### src/rtl/dec_nto2n_seq_if.sv
// rtl/dec_nto2n_seq_if.sv - request/selection bundle for the N-to-2^N decoder
//
// Purpose: groups the decoder's select request (d_in/e/mode/in_valid/in_ready)
// and its registered selection outputs (d_out/out_valid/idx_out/wrap).
// Ports (signals):
//   d_in      N_IN   select index / scan start index
//   e         1      enable level
//   mode      1      0 = decode, 1 = scan
//   in_valid  1      request valid
//   in_ready  1      decoder can accept
//   d_out     OUT_W  one-hot selection
//   out_valid 1      d_out holds a valid selection
//   idx_out   N_IN   index of the active d_out bit
//   wrap      1      scan wrapped to index 0 this cycle
// Modports: master drives requests, slave is the decoder.
interface dec_nto2n_seq_if #(
  parameter int N_IN = 3
);
  localparam int OUT_W = 2 ** N_IN;

  logic [N_IN-1:0]  d_in;
  logic             e;
  logic             mode;
  logic             in_valid;
  logic             in_ready;
  logic [OUT_W-1:0] d_out;
  logic             out_valid;
  logic [N_IN-1:0]  idx_out;
  logic             wrap;

  modport master (
    output d_in, e, mode, in_valid,
    input  in_ready, d_out, out_valid, idx_out, wrap
  );

  modport slave (
    input  d_in, e, mode, in_valid,
    output in_ready, d_out, out_valid, idx_out, wrap
  );
endinterface

### src/rtl/dec_nto2n_seq.sv
// rtl/dec_nto2n_seq.sv - registered N-to-2^N one-hot decoder with auto-scan
//
// Purpose: decodes an accepted index into a registered one-hot output, or
// walks the one-hot output from a start index, holding each position for
// HOLD_CYCLES clocks and wrapping from the top index back to 0.
// Ports:
//   clk  in   clock, rising edge
//   rst  in   synchronous reset, active-high
//   bus  slave modport of dec_nto2n_seq_if (request in, selection out)
module dec_nto2n_seq #(
  parameter int N_IN        = 3,
  parameter int HOLD_CYCLES = 4,
  parameter int ACTIVE_LOW  = 0
) (
  input  logic                 clk,
  input  logic                 rst,
  dec_nto2n_seq_if.slave       bus
);
  localparam int OUT_W = 2 ** N_IN;
  localparam int HW    = $clog2(HOLD_CYCLES) + 1;
  localparam logic [HW-1:0] HOLD_LAST = HW'(HOLD_CYCLES - 1);

  typedef enum logic [1:0] {
    S_IDLE,
    S_DEC,
    S_SCAN
  } state_t;

  state_t           state_q, state_d;
  logic [OUT_W-1:0] sel_q, sel_d;
  logic [N_IN-1:0]  idx_q, idx_d;
  logic             valid_q, valid_d;
  logic             wrap_q, wrap_d;
  logic [HW-1:0]    hold_q, hold_d;
  logic             accept;

  assign bus.in_ready = (state_q != S_SCAN);
  assign accept       = bus.in_valid & bus.in_ready & bus.e;

  always_ff @(posedge clk) begin
    if (rst) begin
      state_q <= S_IDLE;
      sel_q   <= '0;
      idx_q   <= '0;
      valid_q <= 1'b0;
      wrap_q  <= 1'b0;
      hold_q  <= '0;
    end else begin
      state_q <= state_d;
      sel_q   <= sel_d;
      idx_q   <= idx_d;
      valid_q <= valid_d;
      wrap_q  <= wrap_d;
      hold_q  <= hold_d;
    end
  end

  always_comb begin
    state_d = state_q;
    sel_d   = sel_q;
    idx_d   = idx_q;
    valid_d = valid_q;
    wrap_d  = 1'b0;
    hold_d  = hold_q;

    if (!bus.e) begin
      // idx_out deliberately keeps its last value while disabled
      state_d = S_IDLE;
      sel_d   = '0;
      valid_d = 1'b0;
      hold_d  = '0;
    end else if (accept) begin
      sel_d   = OUT_W'(1) << bus.d_in;
      idx_d   = bus.d_in;
      valid_d = 1'b1;
      hold_d  = '0;
      state_d = bus.mode ? S_SCAN : S_DEC;
    end else if (state_q == S_SCAN) begin
      if (hold_q == HOLD_LAST) begin
        // Advance: rotating the one-hot keeps it aligned with idx + 1 and
        // wraps the top bit back to bit 0 without decoding idx again.
        hold_d = '0;
        idx_d  = idx_q + N_IN'(1);
        sel_d  = {sel_q[OUT_W-2:0], sel_q[OUT_W-1]};
        wrap_d = &idx_q;
      end else begin
        hold_d = hold_q + HW'(1);
      end
    end
  end

  assign bus.d_out     = (ACTIVE_LOW != 0) ? ~sel_q : sel_q;
  assign bus.out_valid = valid_q;
  assign bus.idx_out   = idx_q;
  assign bus.wrap      = wrap_q;
endmodule

### src/flat_wrapper.sv
// flat-port wrapper written by rule: the top's interface ports become plain ports
module dec_nto2n_seq_flat 
#(
  parameter int N_IN        = 3,
  parameter int HOLD_CYCLES = 4,
  parameter int ACTIVE_LOW  = 0
)
  (clk, rst, bus_d_in, bus_e, bus_mode, bus_in_valid, bus_in_ready, bus_d_out, bus_out_valid, bus_idx_out, bus_wrap);
  dec_nto2n_seq_if #(.N_IN(N_IN)) bus_i ();
  input  logic clk;
  input  logic rst;
  input wire logic [$bits(bus_i.d_in)-1:0] bus_d_in;
  input wire logic [$bits(bus_i.e)-1:0] bus_e;
  input wire logic [$bits(bus_i.mode)-1:0] bus_mode;
  input wire logic [$bits(bus_i.in_valid)-1:0] bus_in_valid;
  output wire logic [$bits(bus_i.in_ready)-1:0] bus_in_ready;
  output wire logic [$bits(bus_i.d_out)-1:0] bus_d_out;
  output wire logic [$bits(bus_i.out_valid)-1:0] bus_out_valid;
  output wire logic [$bits(bus_i.idx_out)-1:0] bus_idx_out;
  output wire logic [$bits(bus_i.wrap)-1:0] bus_wrap;
  assign bus_i.d_in = bus_d_in;
  assign bus_i.e = bus_e;
  assign bus_i.mode = bus_mode;
  assign bus_i.in_valid = bus_in_valid;
  assign bus_in_ready = bus_i.in_ready;
  assign bus_d_out = bus_i.d_out;
  assign bus_out_valid = bus_i.out_valid;
  assign bus_idx_out = bus_i.idx_out;
  assign bus_wrap = bus_i.wrap;
  dec_nto2n_seq #(.N_IN(N_IN), .HOLD_CYCLES(HOLD_CYCLES), .ACTIVE_LOW(ACTIVE_LOW)) u_core (.clk(clk), .rst(rst), .bus(bus_i));
endmodule
### config.mk
export PLATFORM = sky130hd
export DESIGN_NAME = dec_nto2n_seq_flat
export DESIGN_NICKNAME = d
export VERILOG_FILES = /design/src/rtl/dec_nto2n_seq_if.sv /design/src/rtl/dec_nto2n_seq.sv /design/src/flat_wrapper.sv
export SDC_FILE = /design/constraint.sdc
export NUM_CORES = 1
export LEC_CHECK = 0
export BUFFER_PORTS_ARGS = -buffer_cell sky130_fd_sc_hd__buf_2
export CAP_MARGIN = 20
export CORE_UTILIZATION = 45
export CTS_CLUSTER_DIAMETER = 120
export DETAILED_ROUTE_END_ITERATION = 10
export PLACE_DENSITY = 0.78
export SYNTH_ARGS = -nofsm -noshare
export SYNTH_HDL_FRONTEND = slang
export SYNTH_SLANG_ARGS = --single-unit
export TNS_END_PERCENT = 100
### constraint.sdc
create_clock -name clk -period 1.45 [get_ports clk]
set_input_delay 0.2175 -clock clk [delete_from_list [all_inputs] [get_ports clk]]
set_output_delay 0.2175 -clock clk [all_outputs]
set_load 0.01 [all_outputs]
==> results of run 1 <==
[kinds of logic after synthesis]
kind of cell	count (synthesis)	share of synthesized area
compound gates	35	0.292
fa+ha+maj	3	0.0427
buf+inv	10	0.0570
flops	18	0.410
mux	1	0.0114
simple gates	30	0.187
[cell usage after synthesis, drive strengths merged]
| cell type | instances |
|---|---|
| nor3b | 1 |
| dfxtp | 18 |
| a221oi | 6 |
| ha | 3 |
| o21ai | 6 |
| nor3 | 2 |
| buf | 4 |
| and2b | 1 |
| a22oi | 3 |
| a31oi | 3 |
| inv | 5 |
| a32oi | 4 |
| and3 | 1 |
| and4bb | 1 |
| clkbuf | 1 |
| mux2i | 1 |
| nand3 | 2 |
| o32ai | 1 |
| o21bai | 2 |
| a211oi | 1 |
| nand2b | 1 |
| nor2b | 5 |
| nand2 | 6 |
| a21oi | 9 |
| nor2 | 10 |
[routing by layer]
| metal | up-vias | wire [µm] |
|---|---|---|
| met1 | 408 | 906 |
| li1 | 422 | - |
| met4 | 0 | 14 |
| met2 | 26 | 1130 |
| met3 | 2 | 77 |
| met5 | - | 0 |
[final cells by class]
cell class,instances,area (µm²)
tap,25,31.3
multi-input combinational,69,517
inverter,5,21.3
timing repair buffer,32,201
clock buffer,4,36.3
sequential,18,363
fill,155,613
[per-stage QoR]
stage / area (µm²) / setup TNS (ns)
4_1_cts: 1090 / 0
3_5_place_dp: 1030 / -0.0760
3_3_place_gp: 1030 / -0.00948
5_1_grt: 1170 / -0.163
6_report: 1170 / 0
2_1_floorplan: 878 / 0
[sequential cells by signal, indices dropped and copies added, names as in the netlist]
name / count
u_core.hold_q: 3
u_core.bus.wrap: 1
u_core.bus.idx_out: 3
u_core.bus.d_out: 8
u_core.bus.out_valid: 1
u_core.state_q: 2
[power groups by stage]
stage                     clock network (mW)  logic (mW)  registers (mW)
after global routing                   0.342       0.175           0.523
final                                  0.308       0.162           0.521
after CTS                              0.318       0.142           0.521
after floorplan                            0      0.0802           0.536
after global placement                     0       0.130           0.531
after detailed placement                   0       0.135           0.532
[worst max-delay path: stages (launching register included)]
cell and delay, ns:
dfxtp_2 0.36, and2b_4 0.20, buf_4 0.16, nor3b_4 0.29
a21oi_1 0.10, a221oi_2 0.23
[how the worst min path moves through the flow]
stage                   from  slack (ns)  depth (start not counted)                    end
finish              bus_mode        0.11                          2      u_core.state_q[0]
detailed placement  bus_mode        0.42                          2      u_core.state_q[0]
global route        bus_mode         0.1                          2      u_core.state_q[0]
global placement    bus_mode        0.41                          2      u_core.state_q[0]
CTS                 bus_mode         0.1                          2      u_core.state_q[0]
floorplan                rst        0.28                          1  u_core.bus.idx_out[1]
[cells in the final DEF (no fill, tap or decap), drive strengths merged]
| cell | count |
|---|---|
| o32ai | 1 |
| a32oi | 4 |
| a22oi | 3 |
| nor2b | 5 |
| nor3b | 1 |
| inv | 5 |
| ha | 3 |
| mux2i | 1 |
| nand2b | 1 |
| and2b | 1 |
| nand2 | 6 |
| dfxtp | 18 |
| and4bb | 1 |
| o21ai | 6 |
| and3 | 1 |
| nand3 | 2 |
| a211oi | 1 |
| nor3 | 2 |
| o21bai | 2 |
| buf | 32 |
| nor2 | 10 |
| a221oi | 6 |
| clkbuf | 4 |
| a31oi | 3 |
| a21oi | 9 |
[repair_timing]
action,4_1_cts,5_1_grt
setup endpoints to repair,10,12
pin swaps,0,3
setup buffers,1,4
gates resized for setup,7,11
==> run metrics, run 1 <==
status finished clean; met1 usage 0.265; Initial Utilization 0.493; GRT Total Usage 0.207; Avg Inst Size Synth 9.06 µm²; GP Congestion 0.856; Tcrit/Tclk final 0.980; Synth area leaders dfxtp_1 (41%), a21oi_1 (5.1%), a221oi_1 (5.0%); Placed Cells 144; Reg power frac 0.526; Nets 140; # hold bufs at CTS 0; M2 GR Usage 0.338; hold_ws 0.107 ns; # port buffers 21; Tot Pwr 0.991 mW; Hold Path Class input pin to flop; final WL 2130 µm; max-cap violations 0; required time worst endpoint 1.66 ns; GRT overflow 0; R2R depth 5; net count after synthesis 108; Clock power frac 0.311; die width 46.2 µm; Core ar. 0.00178 mm²; Final Slew Violations 0; FF-to-FF Start u_core.state_q[0]; H-tree lvl count 1; Root Driver clkbuf_4; Global Route met3 Usage 0.0353; slew margin rel. 0.674; CP Capture Type flop; RSZ-0062 raised after global routing yes; Clock transition at path regs 0.11 ns; Synth area leader dfxtp_1; Pre-antenna DRT Iters 4; clk_lat worst skew 0.29 ns; number of DRC markers in iteration 0 17; drc violations 0; Finished Layout Cells 153; r2r endpoint u_core.bus.idx_out[2]; Final ANT Viol Nets 0; Startpoint Class flop; Max Clock Skew 0.00701 ns; sequential area share after synthesis 0.410; Peak Freq 704 MHz; leakage 0.507 nW; Final Hold Fails 0; Synth Instances 97; DP HPWL 1450 µm; ant diodes 0; final worst slack 0.0289 ns; switching power 0.259 mW; TritonCTS clock tree yes; post-synth top area share 0.410; Setup violations, final 0; largest net degree at the start of global routing 11; first-pass GRT wire length 3170 µm; final core occ 0.656; Max VDD drop 676 µV; cell-internal power 0.732 mW; worst-path maximum fanout 5; Layout area overhead 33.2%; CTS Buf Count 3; vias in the first global route 757; Top Usage Layer GRT met2; pwr dens 847 mW/mm²; Wirelength per Cell 13.9 µm; Row Count 15; CTS Sinks 18; Ports 22; flop2flop setup slack 0.03 ns; Die Y 46.2 µm; WS Path Type flop to flop; antenna violations before repair 0; CP startpoint u_core.state_q[0]; CTS max path bufs 2; routed vias 858; post-synth cell types 32; Die ar. 0.00213 mm²; FF+latch count, synth 18; Net Sw Frac 0.261; crit path to u_core.bus.idx_out[2]; DP Worst Slack -0.0448 ns; Post-Syn Area 878 µm²; Synthesis Warnings 0; share of cells above drive strength 1 0.406; average via count per standard cell 5.61; Arrival @ worst endpoint 1.63 ns; min Tclk post-route 1.42 ns; combinational share of power 0.163; Slew @ Worst Pin 0.488 ns
Note: power is estimated with default switching activity, not from simulation.
==> inputs of run 2 (changes only) <==
--- a/config.mk
+++ b/config.mk
@@ -7,10 +7,10 @@
 export LEC_CHECK = 0
 export BUFFER_PORTS_ARGS = -buffer_cell sky130_fd_sc_hd__buf_2
 export CAP_MARGIN = 20
-export CORE_UTILIZATION = 45
+export CORE_UTILIZATION = 50
 export CTS_CLUSTER_DIAMETER = 120
 export DETAILED_ROUTE_END_ITERATION = 10
-export PLACE_DENSITY = 0.78
+export PLACE_DENSITY = 0.82
 export SYNTH_ARGS = -nofsm -noshare
 export SYNTH_HDL_FRONTEND = slang
 export SYNTH_SLANG_ARGS = --single-unit
==> constraint.sdc (replaced) <==
create_clock -name clk -period 1.8 [get_ports clk]
set_input_delay 0.27 -clock clk [delete_from_list [all_inputs] [get_ports clk]]
set_output_delay 0.27 -clock clk [all_outputs]
set_load 0.01 [all_outputs]
==> run 2 against run 1 <==
- the flow now finishes with violations (DRC)
- sequential share of layout area rose by 4.7 points
- critical path depth did not move
- clock skew rose by 0.00052 ns
- fmax fell by 11%
- total power fell by 22%
- via count fell by 5.4%
- setup slack improved by 0.18 ns
- global-route usage rose by 0.58 points
- hold slack improved by 0.059 ns
- design area fell by 14%
- clock-buffer cell count did not move
- die area fell by 9.6%
- critical path type unchanged
- largest cell class unchanged
- highest routed layer unchanged
==> run metrics, run 2 (synthesis results as in run 1) <==
failing checks DRC; worst-path maximum fanout 8 (was 5); CP Capture Type flop (unchanged); DP HPWL 1390 µm (was 1450 µm); Setup TNS 0 ns (unchanged); Largest register FFs 8 (unchanged); Slowest-stage cell, CP dfxtp_1 (was dfxtp_2); CTS max path bufs 2 (unchanged); Pre-antenna DRT Iters 7 (was 4); ant diodes 0 (unchanged); Max Clock Skew 0.00752 ns (was 0.00701 ns); die width 43.9 µm (was 46.2 µm); share of cells above drive strength 1 0.274 (was 0.406); Net Sw Frac 0.255 (was 0.261); Wirelength per Cell 13.8 µm (was 13.9 µm); Die ar. 0.00193 mm² (was 0.00213 mm²); Slew @ Worst Pin 0.497 ns (was 0.488 ns); Initial Utilization 0.557 (was 0.493); filler cell count in the final layout 154 (was 155); most common cell after layout, fill and taps aside buf_2 (unchanged); Core ar. 0.00158 mm² (was 0.00178 mm²); R2R depth 5 (unchanged); GP Congestion 0.931 (was 0.856); # port buffers 21 (unchanged); hold wc startpoint bus_mode (unchanged); GRT Total Usage 0.213 (was 0.207); clk_lat worst skew 0.29 ns (about the same); first-pass GRT wire length 3000 µm (was 3170 µm); average via count per standard cell 6.11 (was 5.61); Ports 22 (unchanged); Peak Freq 629 MHz (was 704 MHz); WHS Endpoint u_core.state_q[0] (unchanged); Row Count 14 (was 15); Startpoint Class flop (unchanged); CTS Sinks 18 (unchanged); Nets 129 (was 140); max-cap violations 0 (unchanged); min Tclk post-route 1.59 ns (was 1.42 ns); Die Y 43.9 µm (was 46.2 µm); vias in the first global route 735 (was 757); CTS Buf Count 3 (unchanged); Final Slew Violations 0 (unchanged); H-tree lvl count 1 (unchanged); slew margin rel. 0.668 (was 0.674); GRT overflow 0 (unchanged); crit path cell chain ha_1 > and4bb_2 > o21bai_1 > o21ai_0 > a21oi_1 (was and2b_4 > buf_4 > nor3b_4 > a21oi_1 > a221oi_2); Clock power frac 0.323 (was 0.311); Crit path buffers/inverters 0 (was 1); multi-input logic area 468 µm² (was 517 µm²); Hold Path Class input pin to flop (unchanged); routed vias 812 (was 858); Post-CTS Setup Inserts 0 (was 1); r2r endpoint u_core.bus.d_out[3] (was u_core.bus.idx_out[2]); antenna violations before repair 0 (unchanged); Worst path top cell family by delay compound AO/OA/AOI/OAI gates (was simple AND/OR/NAND/NOR gates); Min-Delay Path Depth 2 (unchanged); cell-internal power 0.574 mW (was 0.732 mW); combinational share of power 0.133 (was 0.163); pwr dens 763 mW/mm² (was 847 mW/mm²); FF-to-FF Start u_core.hold_q[0] (was u_core.state_q[0]); Root Driver clkbuf_4 (unchanged); Setup violations, final 0 (unchanged); Clock transition at path regs 0.11 ns (about the same); drc violations 2 (was 0); Arrival @ worst endpoint 1.81 ns (was 1.63 ns); hold_ws 0.166 ns (was 0.107 ns); Tcrit/Tclk final 0.884 (was 0.980); number of DRC markers in iteration 0 37 (was 17); flop2flop setup slack 0.21 ns (was 0.03 ns); required time worst endpoint 2.02 ns (was 1.66 ns); TritonCTS clock tree yes (unchanged); largest net degree at the start of global routing 14 (was 11); Worst path max stage delay 0.37 ns (was 0.36 ns); leakage 0.431 nW (was 0.507 nW); switching power 0.196 mW (was 0.259 mW); Final Hold Fails 0 (unchanged); Final ANT Viol Nets 0 (unchanged); WS Path Type flop to flop (unchanged); FF+latch area 360 µm² (was 363 µm²); RSZ-0062 raised after global routing no (was yes); most frequent cells in the layout buf_2 (21), dfxtp_1 (18), nor2_1 (10) (was buf_2 (20), dfxtp_1 (16), nor2_1 (10), buf_4 (10), a21oi_1 (8)); status complete, but fails checks (was finished clean); Reg power frac 0.544 (was 0.526); Max VDD drop 498 µV (was 676 µV); Layout area overhead 14.8% (was 33.2%); final WL 1840 µm (was 2130 µm)
-- run 2: cell count changes in the layout (fill, tap and decap cells not counted), sizes merged --
cell  delta
buf     -11
-- run 2: power by group through the flow --
stage | combinational, mW | sequential, mW | clock (mW)
2_1_floorplan | 0.0646 | 0.432 | 0
3_3_place_gp | 0.0992 | 0.428 | 0
3_5_place_dp | 0.101 | 0.428 | 0
4_1_cts | 0.102 | 0.419 | 0.254
5_1_grt | 0.113 | 0.421 | 0.270
6_report | 0.102 | 0.419 | 0.249
-- run 2: layout make-up --
cell class	count	area share
clock buffer	4	0.0360
tap	16	0.0199
multi-input combinational	69	0.464
timing repair buffer	21	0.104
sequential	18	0.357
inverter	5	0.0186
-- run 2: worst register-to-register path, stage by stage (launching register included) --
cell and delay, ns:
dfxtp_1 0.37, ha_1 0.20, and4bb_2 0.37, o21bai_1 0.28, o21ai_0 0.14, a21oi_1 0.16
-- run 2: routing by layer --
layer  GRT usage  part of all wire  vias to the layer above
met2       0.310              0.45                       34
met5           0                 0                        -
li1            -                 -                      406
met4       0.121             0.020                        0
met3      0.0500             0.064                        4
met1       0.288              0.46                      368
-- run 2: metrics by stage --
stage,setup slack (ns),power (mW),cells,util,area (µm²)
2_1_floorplan,0.393,0.496,97,-,878
3_3_place_gp,0.277,0.527,129,0.617,972
3_5_place_dp,0.183,0.529,129,0.617,972
4_1_cts,0.155,0.775,133,0.640,1010
5_1_grt,0.0156,0.804,133,0.640,1010
6_report,0.209,0.770,133,0.640,1010
-- run 2: timing repair --
action | in CTS | in global routing
setup endpoints to repair | 0 | 3
resized for setup | 0 | 1
hold buffers | 0 | 0
-- run 2: worst max-delay path by stage --
stage / from / endpoint / slack, ns / cells after the start
after floorplan: u_core.hold_q[0] / u_core.bus.d_out[3] / 0.39 / 6
after global placement: u_core.hold_q[0] / u_core.bus.d_out[3] / 0.28 / 5
after detailed placement: u_core.hold_q[0] / u_core.bus.d_out[3] / 0.18 / 5
after CTS: u_core.hold_q[0] / u_core.bus.d_out[3] / 0.15 / 5
after global routing: u_core.hold_q[0] / u_core.bus.d_out[3] / 0.02 / 5
final: u_core.hold_q[0] / u_core.bus.d_out[3] / 0.21 / 5
